<file path="src/rtl/edge_pulse_decoder.sv">
// Receive-side decoder for an XOR edge-pulse stream. It filters glitches and stuck pulses,
// rebuilds the level, and reports edge/glitch strobes and a saturating edge count.
module edge_pulse_decoder #(
   parameter int MIN_WIDTH  = 2,
   parameter int MAX_WIDTH  = 8,
   parameter int HOLDOFF    = 4,
   parameter int CNT_W      = 8,
   parameter bit INIT_LEVEL = 1'b0
) (
   input  logic             clk_i,
   input  logic             rst_i,
   input  logic             pulse_in_i,
   input  logic             clr_i,
   output logic             level_out_o,
   output logic             edge_stb_o,
   output logic             glitch_stb_o,
   output logic             stuck_err_o,
   output logic [CNT_W-1:0] edge_count_o
);

   localparam int WW = $clog2(MAX_WIDTH + 1);
   localparam int HW = (HOLDOFF < 1) ? 1 : $clog2(HOLDOFF + 1);

   localparam logic [WW-1:0]    MIN_W   = WW'(MIN_WIDTH);
   localparam logic [WW-1:0]    MAX_W   = WW'(MAX_WIDTH);
   localparam logic [HW-1:0]    HOLD_W  = HW'(HOLDOFF);
   localparam logic [CNT_W-1:0] CNT_MAX = {CNT_W{1'b1}};

   typedef enum logic [1:0] {
      S_IDLE,
      S_MEASURE,
      S_HOLDOFF,
      S_STUCK
   } state_e;

   logic             sync1_q, sync2_q;
   logic             p_s;
   state_e           state_q, state_d;
   logic [WW-1:0]    width_q, width_d;
   logic [HW-1:0]    hold_q, hold_d;
   logic             level_q, level_d;
   logic             estb_q, estb_d;
   logic             gstb_q, gstb_d;
   logic             stuck_q, stuck_d;
   logic [CNT_W-1:0] count_q, count_d;
   logic             accept, reject, stuck_set;

   // pulse_in is asynchronous: two-flop synchronizer before any decision
   always_ff @(posedge clk_i or posedge rst_i) begin
      if (rst_i) begin
         sync1_q <= 1'b0;
         sync2_q <= 1'b0;
      end else begin
         sync1_q <= pulse_in_i;
         sync2_q <= sync1_q;
      end
   end

   assign p_s = sync2_q;

   always_ff @(posedge clk_i or posedge rst_i) begin
      if (rst_i) begin
         state_q <= S_IDLE;
         width_q <= '0;
         hold_q  <= '0;
         level_q <= INIT_LEVEL;
         estb_q  <= 1'b0;
         gstb_q  <= 1'b0;
         stuck_q <= 1'b0;
         count_q <= '0;
      end else begin
         state_q <= state_d;
         width_q <= width_d;
         hold_q  <= hold_d;
         level_q <= level_d;
         estb_q  <= estb_d;
         gstb_q  <= gstb_d;
         stuck_q <= stuck_d;
         count_q <= count_d;
      end
   end

   always_comb begin
      state_d   = state_q;
      width_d   = width_q;
      hold_d    = hold_q;
      accept    = 1'b0;
      reject    = 1'b0;
      stuck_set = 1'b0;

      unique case (state_q)
         S_IDLE: begin
            if (p_s) begin
               state_d = S_MEASURE;
               width_d = WW'(1);
            end
         end
         S_MEASURE: begin
            if (p_s) begin
               // one more high sample would exceed the legal width
               if (width_q >= MAX_W) begin
                  state_d   = S_STUCK;
                  stuck_set = 1'b1;
               end else begin
                  width_d = width_q + 1'b1;
               end
            end else if (width_q >= MIN_W) begin
               accept  = 1'b1;
               state_d = S_HOLDOFF;
               hold_d  = HOLD_W;
            end else begin
               reject  = 1'b1;
               state_d = S_IDLE;
            end
         end
         S_HOLDOFF: begin
            // a pulse still high at expiry is swallowed until it falls
            if (hold_q == '0) begin
               if (!p_s) state_d = S_IDLE;
            end else begin
               hold_d = hold_q - 1'b1;
            end
         end
         S_STUCK: begin
            if (!p_s) state_d = S_IDLE;
         end
         default: state_d = S_IDLE;
      endcase
   end

   always_comb begin
      level_d = level_q ^ accept;
      estb_d  = accept;
      gstb_d  = reject;
      // a new stuck condition wins over a same-cycle clear
      stuck_d = stuck_set | (stuck_q & ~clr_i);
      count_d = count_q;
      if (clr_i) begin
         count_d = '0;
      end else if (accept && (count_q != CNT_MAX)) begin
         count_d = count_q + 1'b1;
      end
   end

   assign level_out_o  = level_q;
   assign edge_stb_o   = estb_q;
   assign glitch_stb_o = gstb_q;
   assign stuck_err_o  = stuck_q;
   assign edge_count_o = count_q;

endmodule
</file>
<file path="config.mk">
export PLATFORM = sky130hd
export DESIGN_NAME = edge_pulse_decoder
export DESIGN_NICKNAME = d
export VERILOG_FILES = /design/src/rtl/edge_pulse_decoder.sv
export SDC_FILE = /design/constraint.sdc
export NUM_CORES = 1
export LEC_CHECK = 0
export ABC_AREA = 1
export CAP_MARGIN = 20
export CELL_PAD_IN_SITES_DETAIL_PLACEMENT = 0
export CELL_PAD_IN_SITES_GLOBAL_PLACEMENT = 2
export CORE_ASPECT_RATIO = 1.5
export CORE_UTILIZATION = 30
export CTS_BUF_LIST = sky130_fd_sc_hd__clkbuf_2
export CTS_CLUSTER_DIAMETER = 150
export DETAILED_ROUTE_END_ITERATION = 10
export PLACE_DENSITY_LB_ADDON = 0.1
export SLEW_MARGIN = 20
export SYNTH_ARGS = -nofsm -noshare
export SYNTH_HDL_FRONTEND = slang
export SYNTH_SLANG_ARGS = --single-unit
</file>
<file path="constraint.sdc">
create_clock -name clk_i -period 1.2 [get_ports clk_i]
set_input_delay 0.36 -clock clk_i [delete_from_list [all_inputs] [get_ports clk_i]]
set_output_delay 0.36 -clock clk_i [all_outputs]
set_load 0.02 [all_outputs]
</file>
==> impl_metrics.py, run 1 <==
metrics = {
    "outcome": {
        "outcome": "finished with violations",
        "violations": "setup timing",
    },
    "layout": {
        "fin_nets": 215,
        "antenna_cells": 0,
        "final_util_pct": 51.82,
        "stdcell_count": 248,
        "syn2layout_area_growth_pct": 62.45,
        "drive_gt1_share_pct": 47.80,
    },
    "critical_path": {
        "r2r_end": "edge_count_o[6]",
        "crit_type": "reg -> out",
        "timing.rr.start": "edge_count_o[0]",
        "rrSetupSlack_ns": -0.20,
        "cp.required_ns": 0.84,
        "cp-start-kind": "flip-flop",
        "cpPeakStageDelay_ns": 0.45,
        "crit_buf_inv": 2,
        "worst-path-stages": 2,
        "crit_chain": "buf_4 > buf_6",
        "rr_worst_depth": 8,
        "crit_arrival_ns": 1.04,
        "slowest_stage": "dfrtp_1",
        "worst-path-max-fanout": 2,
        "end_kind": "primary output",
        "crit_family": "flip-flops",
    },
    "sta": {
        "fin_ws_ns": -0.2050,
        "whs_ns": 0.2838,
        "hold_viol": 0,
        "worst_pin_slew_ns": 0.2879,
        "slew_viol_final": 0,
        "fmax_ghz": 0.7118,
        "period_share_pct": 117.1,
        "setup_viol": 20,
        "fin_skew_ns": 0.009407,
        "post-route-min-period_ns": 1.405,
        "slew_headroom_pct": 80.69,
        "rsz0062_at_grt": "true",
    },
    "global_routing": {
        "grt_pass1_vias": 1189,
        "gr-total-overflow": 0,
        "grt_pass1_wl_um": 5175,
        "grt_max_degree": 24,
        "antenna_found_initial": 0,
        "grt_usage_pct": 16.72,
    },
    "floorplan": {
        "start_util_pct": 31.90,
        "die_w_um": 53.56,
        "core-area_mm2": 0.003750,
        "rows": 27,
        "dieHeight_um": 79.34,
        "die-area_mm2": 0.004249,
        "ios": 16,
    },
    "power_and_ir_drop": {
        "p_int_mw": 1.664,
        "p_switching_mw": 0.9701,
        "power.total_mw": 2.634,
        "switching_share_pct": 36.83,
        "powerDensity_mw_per_mm2": 1356,
        "p_clk_share_pct": 12.7,
        "peakVddDrop_v": 0.0008832,
        "comb_power_share_pct": 48.6,
        "seq_power_share_pct": 38.7,
        "p_leak_nw": 1.021,
    },
    "route": {
        "final_antenna_net_count": 0,
        "drc_errors": 0,
        "first_iter_violations": 19,
        "vias_per_cell": 4.601,
        "drt-pass1-iter-count": 4,
        "wire_per_inst_um": 12.02,
        "num_vias": 1141,
        "routed_wl_um": 2980,
    },
    "clocking": {
        "cts_buffer_depth": 2,
        "hold_buffers": 0,
        "clk_latency_ns": 0.35,
        "cts.sinks": 23,
        "root_buffer": "clkbuf_2",
        "cts.clk_slew.worst_paths_ns": 0.25,
        "tritoncts.num_buffers": 3,
        "cts_tree": "built",
        "htree_num_levels": 1,
    },
    "synth": {
        "syn_area_mm2": 0.001196,
        "yosysMostFrequentCell": "nand2_1",
        "synth_fp_nets": 147,
        "yosys.area.top_type": "dfrtp_1",
        "synth_enable_flop_cells": 0,
        "async_flop_share_pct": 100.0,
        "synth_area_leaders": "dfrtp_1, nand2_1, inv_1",
        "synth_ff_type": "dfrtp_1",
        "ys_ff_latch": 23,
        "yosys_warnings": 0,
        "synth_area_per_cell_um2": 8.668,
        "synthCells": 138,
        "yosysSeqAreaShare_pct": 48.12,
        "synth_top_area_share_pct": 48.12,
        "yosys-top-cells-count": "nand2_1, dfrtp_1, inv_1, nand3_1, o21ai_0",
        "ys_types": 25,
    },
    "placement": {
        "dp_hpwl_um": 2026,
        "dp_slack_ns": -0.3215,
        "placed_cells_incl_taps": 226,
        "portBuffers": 15,
        "gp_congestion": 0.7558,
    },
    "job": {
        "cap_violations": 0,
    },
    "min_path": {
        "min_path_type": "in -> async",
    },
}
[stage by stage]
step           instance area (um^2)  TNS [ns]
5_1_grt                        1943    -4.439
4_1_cts                        1817    -3.033
3_3_place_gp                   1670    -3.667
2_1_floorplan                  1226   -0.6304
3_5_place_dp                   1670    -3.958
6_report                       1943    -2.654
[how the worst max path moves through the flow]
stage / startpoint / end
after floorplan: edge_count_o[0] / edge_count_o[3]
after global placement: clr_i / stuck_err_o
after detailed placement: clr_i / stuck_err_o
after CTS: edge_count_o[0] / edge_count_o[3]
after global routing: edge_count_o[6] / edge_count_o[1]
final: edge_count_o[6] / edge_count_o[6]
[power by group through the flow]
stage               clock, mW  sequential, mW  combinational (mW)
CTS                     0.358            1.02                1.09
floorplan                   0            1.07               0.458
global placement            0            1.01               0.949
global route            0.391            1.04                1.40
finish                  0.335            1.02                1.28
detailed placement          0            1.03               0.965
[sequential cells by signal, summed over array words and instances (netlist names), 2 cells and up]
name / flops
edge_count_o: 8
width_q: 4
hold_q: 3
state_q: 2
[worst reg2reg max path, stage by stage (launching register included)]
cell	delay, ns
dfrtp_2	0.43
buf_6	0.11
ha_4	0.14
nand3_4	0.08
nor2_4	0.17
nor2_8	0.06
nor2_4	0.21
nand2_1	0.08
nand2_1	0.07
[cells in the final DEF (no fill, tap or decap), drive strengths merged]
master / instances
o21a: 1
o31ai: 1
xnor2: 1
clkdlybuf4s50: 3
ha: 5
buf: 60
nor3: 2
o21ai: 9
clkbuf: 3
nand4: 5
dfrtp: 23
inv: 21
nor2: 13
nand2: 33
xor2: 3
nand3: 12
a21oi: 3
nand3b: 3
or2: 1
clkinv: 2
a22o: 1
[logic make-up (layout without fill, tap and decap cells)]
group                    Yosys count  count (layout)  share of synthesized area, %
AO/OA/AOI/OAI                     15              15                         7.323
XOR/XNOR                           4               4                         2.929
adder cells (fa/ha/maj)            5               5                         5.230
buffers and inverters             23              89                         7.322
flip-flops                        23              23                         48.12
AND/OR/NAND/NOR                   68              69                         29.08
[final cells by class]
class / count / area (um^2)
Fill cell: 330 / 1807
Multi-Input combinational cell: 93 / 633.1
Sequential cell: 23 / 580.6
Timing Repair Buffer: 63 / 573.1
Inverter: 22 / 82.58
Tap cell: 43 / 53.80
Clock buffer: 3 / 15.01
Clock inverter: 1 / 5.005
[what timing repair did]
item / 4_1_cts / 5_1_grt
cloned: 1 / 0
pin swaps: 15 / 18
resized for setup: 77 / 25
endpoints found under the hold margin: 0 / 0
buffers inserted: 10 / 9
endpoints found under the setup margin: 25 / 28
[metal layers]
layer	vias up	global-route usage (%)	wire, um
li1	577	-	-
met1	546	17.53	1159
met2	14	32.00	1718
met3	4	1.724	59
met4	0	6.316	43
met5	-	0	0
Power figures use the tool's default switching activity.
==> run 2, diff against run 1 <==
--- a/config.mk
+++ b/config.mk
@@ -10,11 +10,14 @@
 export CELL_PAD_IN_SITES_DETAIL_PLACEMENT = 0
 export CELL_PAD_IN_SITES_GLOBAL_PLACEMENT = 2
 export CORE_ASPECT_RATIO = 1.5
+export CORE_MARGIN = 4
 export CORE_UTILIZATION = 30
 export CTS_BUF_LIST = sky130_fd_sc_hd__clkbuf_2
 export CTS_CLUSTER_DIAMETER = 150
 export DETAILED_ROUTE_END_ITERATION = 10
+export HOLD_SLACK_MARGIN = 0.05
 export PLACE_DENSITY_LB_ADDON = 0.1
+export SKIP_CTS_REPAIR_TIMING = 1
 export SLEW_MARGIN = 20
 export SYNTH_ARGS = -nofsm -noshare
 export SYNTH_HDL_FRONTEND = slang
==> impl_metrics.py, run 2 (synthesis results as in run 1) <==
metrics = {
    "outcome": {
        "outcome": "finished with violations",
        "violations": "setup timing",
    },
    "layout": {
        "stdcell_area_mm2": 0.001853,
        "multi_input_area_um2": 653.1,
        "seqCellArea_um2": 580.6,
        "stdcell_count": 238,
        "final_cell_mix": "buf_4, nand2_1, dfrtp_1",
        "syn2layout_area_growth_pct": 54.92,
        "fin_nets": 205,
        "fillers": 384,
        "layout_commonest_cell": "buf_4",
        "drive_gt1_share_pct": 45.64,
        "antenna_cells": 0,
        "final_util_pct": 49.42,
        "largest_register_ffs": 8,
    },
    "critical_path": {
        "cp.required_ns": 0.84,
        "cp-start-kind": "flip-flop",
        "crit_type": "reg -> out",
        "crit_buf_inv": 1,
        "worst-path-max-fanout": 3,
        "crit_arrival_ns": 0.97,
        "crit_family": "flip-flops",
        "crit_chain": "buf_4",
        "slowest_stage": "dfrtp_2",
        "cpPeakStageDelay_ns": 0.49,
        "end_kind": "primary output",
    },
    "clocking": {
        "clk_latency_ns": 0.32,
        "cts_tree": "built",
        "htree_num_levels": 1,
        "cts.sinks": 23,
        "root_buffer": "clkbuf_2",
        "cts.clk_slew.worst_paths_ns": 0.22,
        "tritoncts.num_buffers": 3,
        "cts_buffer_depth": 2,
    },
    "sta": {
        "hold_viol": 0,
        "rsz0062_at_grt": "true",
        "fmax_ghz": 0.7516,
        "whs_ns": 0.3252,
        "setup_viol": 20,
        "fin_ws_ns": -0.1305,
        "slew_viol_final": 0,
        "slew_headroom_pct": 81.33,
        "worst_pin_slew_ns": 0.2784,
        "post-route-min-period_ns": 1.331,
        "period_share_pct": 110.9,
        "finalSetupTns_ns": -1.799,
        "fin_skew_ns": 0.007641,
    },
    "route": {
        "drt-pass1-iter-count": 4,
        "num_vias": 1089,
        "wire_per_inst_um": 11.75,
        "drc_errors": 0,
        "vias_per_cell": 4.576,
        "first_iter_violations": 16,
        "routed_wl_um": 2797,
        "final_antenna_net_count": 0,
    },
    "placement": {
        "placed_cells_incl_taps": 226,
        "gp_congestion": 0.7105,
        "dp_hpwl_um": 2049,
        "portBuffers": 15,
        "dp_slack_ns": -0.3410,
        "dpl_cell_area_mm2": 0.001670,
    },
    "floorplan": {
        "start_util_pct": 31.90,
        "ios": 16,
        "die_w_um": 59.56,
        "dieHeight_um": 85.34,
        "rows": 27,
        "die-area_mm2": 0.005082,
        "core-area_mm2": 0.003750,
    },
    "job": {
        "cap_violations": 0,
    },
    "min_path": {
        "min_path_type": "in -> async",
    },
    "global_routing": {
        "grt_usage_pct": 12.20,
        "grt_max_degree": 24,
        "grt_pass1_vias": 1126,
        "antenna_found_initial": 0,
        "grt_pass1_wl_um": 4850,
        "gr-total-overflow": 0,
    },
    "power_and_ir_drop": {
        "p_leak_nw": 0.9664,
        "peakVddDrop_v": 0.0009413,
        "powerDensity_mw_per_mm2": 1425,
        "power.total_mw": 2.641,
    },
}
[run 2: changes by cell type in the layout (fill, tap and decap cells not counted), sizes merged]
cell,delta
clkinv,-1
nor2,-1
buf,-11
clkbuf,+3
[run 2: area by class of cell]
cell class / count / area share (%)
clock buffers: 4 / 1.080
inverters: 22 / 4.456
multi-input cells: 92 / 35.25
flip-flops and latches: 23 / 31.33
well taps: 43 / 2.903
repair buffers: 54 / 24.98
[run 2: final timing paths]
check	slack, ns	endpoint	start	cells past startpoint
setup / recovery	-0.13	edge_count_o[0]	edge_count_o[0]	1
hold / removal	0.33	edge_count_o[4]	rst_i	3
setup reg to reg	-0.12	edge_count_o[4]	edge_count_o[0]	7
hold reg to reg	0.39	p_s	sync1_q	0
max in group asynchronous	0.72	edge_count_o[5]	rst_i	3
min in group clk_i	0.39	p_s	sync1_q	0
[run 2: per-layer routing]
metal  share of wire (%)  global-route usage (%)
met5                   0                       0
met4                0.79                   4.839
met3                 2.5                   1.370
met2                  56                   22.69
met1                  40                   13.45
[run 2: power by group]
part / internal [mW] / total, mW / switching, mW
Combinational: 0.643 / 1.27 / 0.631
Clock: 0.0881 / 0.321 / 0.233
Sequential: 0.921 / 1.05 / 0.124
Total: 1.65 / 2.64 / 0.988
==> run 3, diff against run 2 <==
--- a/config.mk
+++ b/config.mk
@@ -6,6 +6,7 @@
 export NUM_CORES = 1
 export LEC_CHECK = 0
 export ABC_AREA = 1
+export ABC_CLOCK_PERIOD_IN_PS = 1200
 export CAP_MARGIN = 20
 export CELL_PAD_IN_SITES_DETAIL_PLACEMENT = 0
 export CELL_PAD_IN_SITES_GLOBAL_PLACEMENT = 2
==> results of run 3 <==
The final DEF is identical to that of run 2; final timing and power are the same.
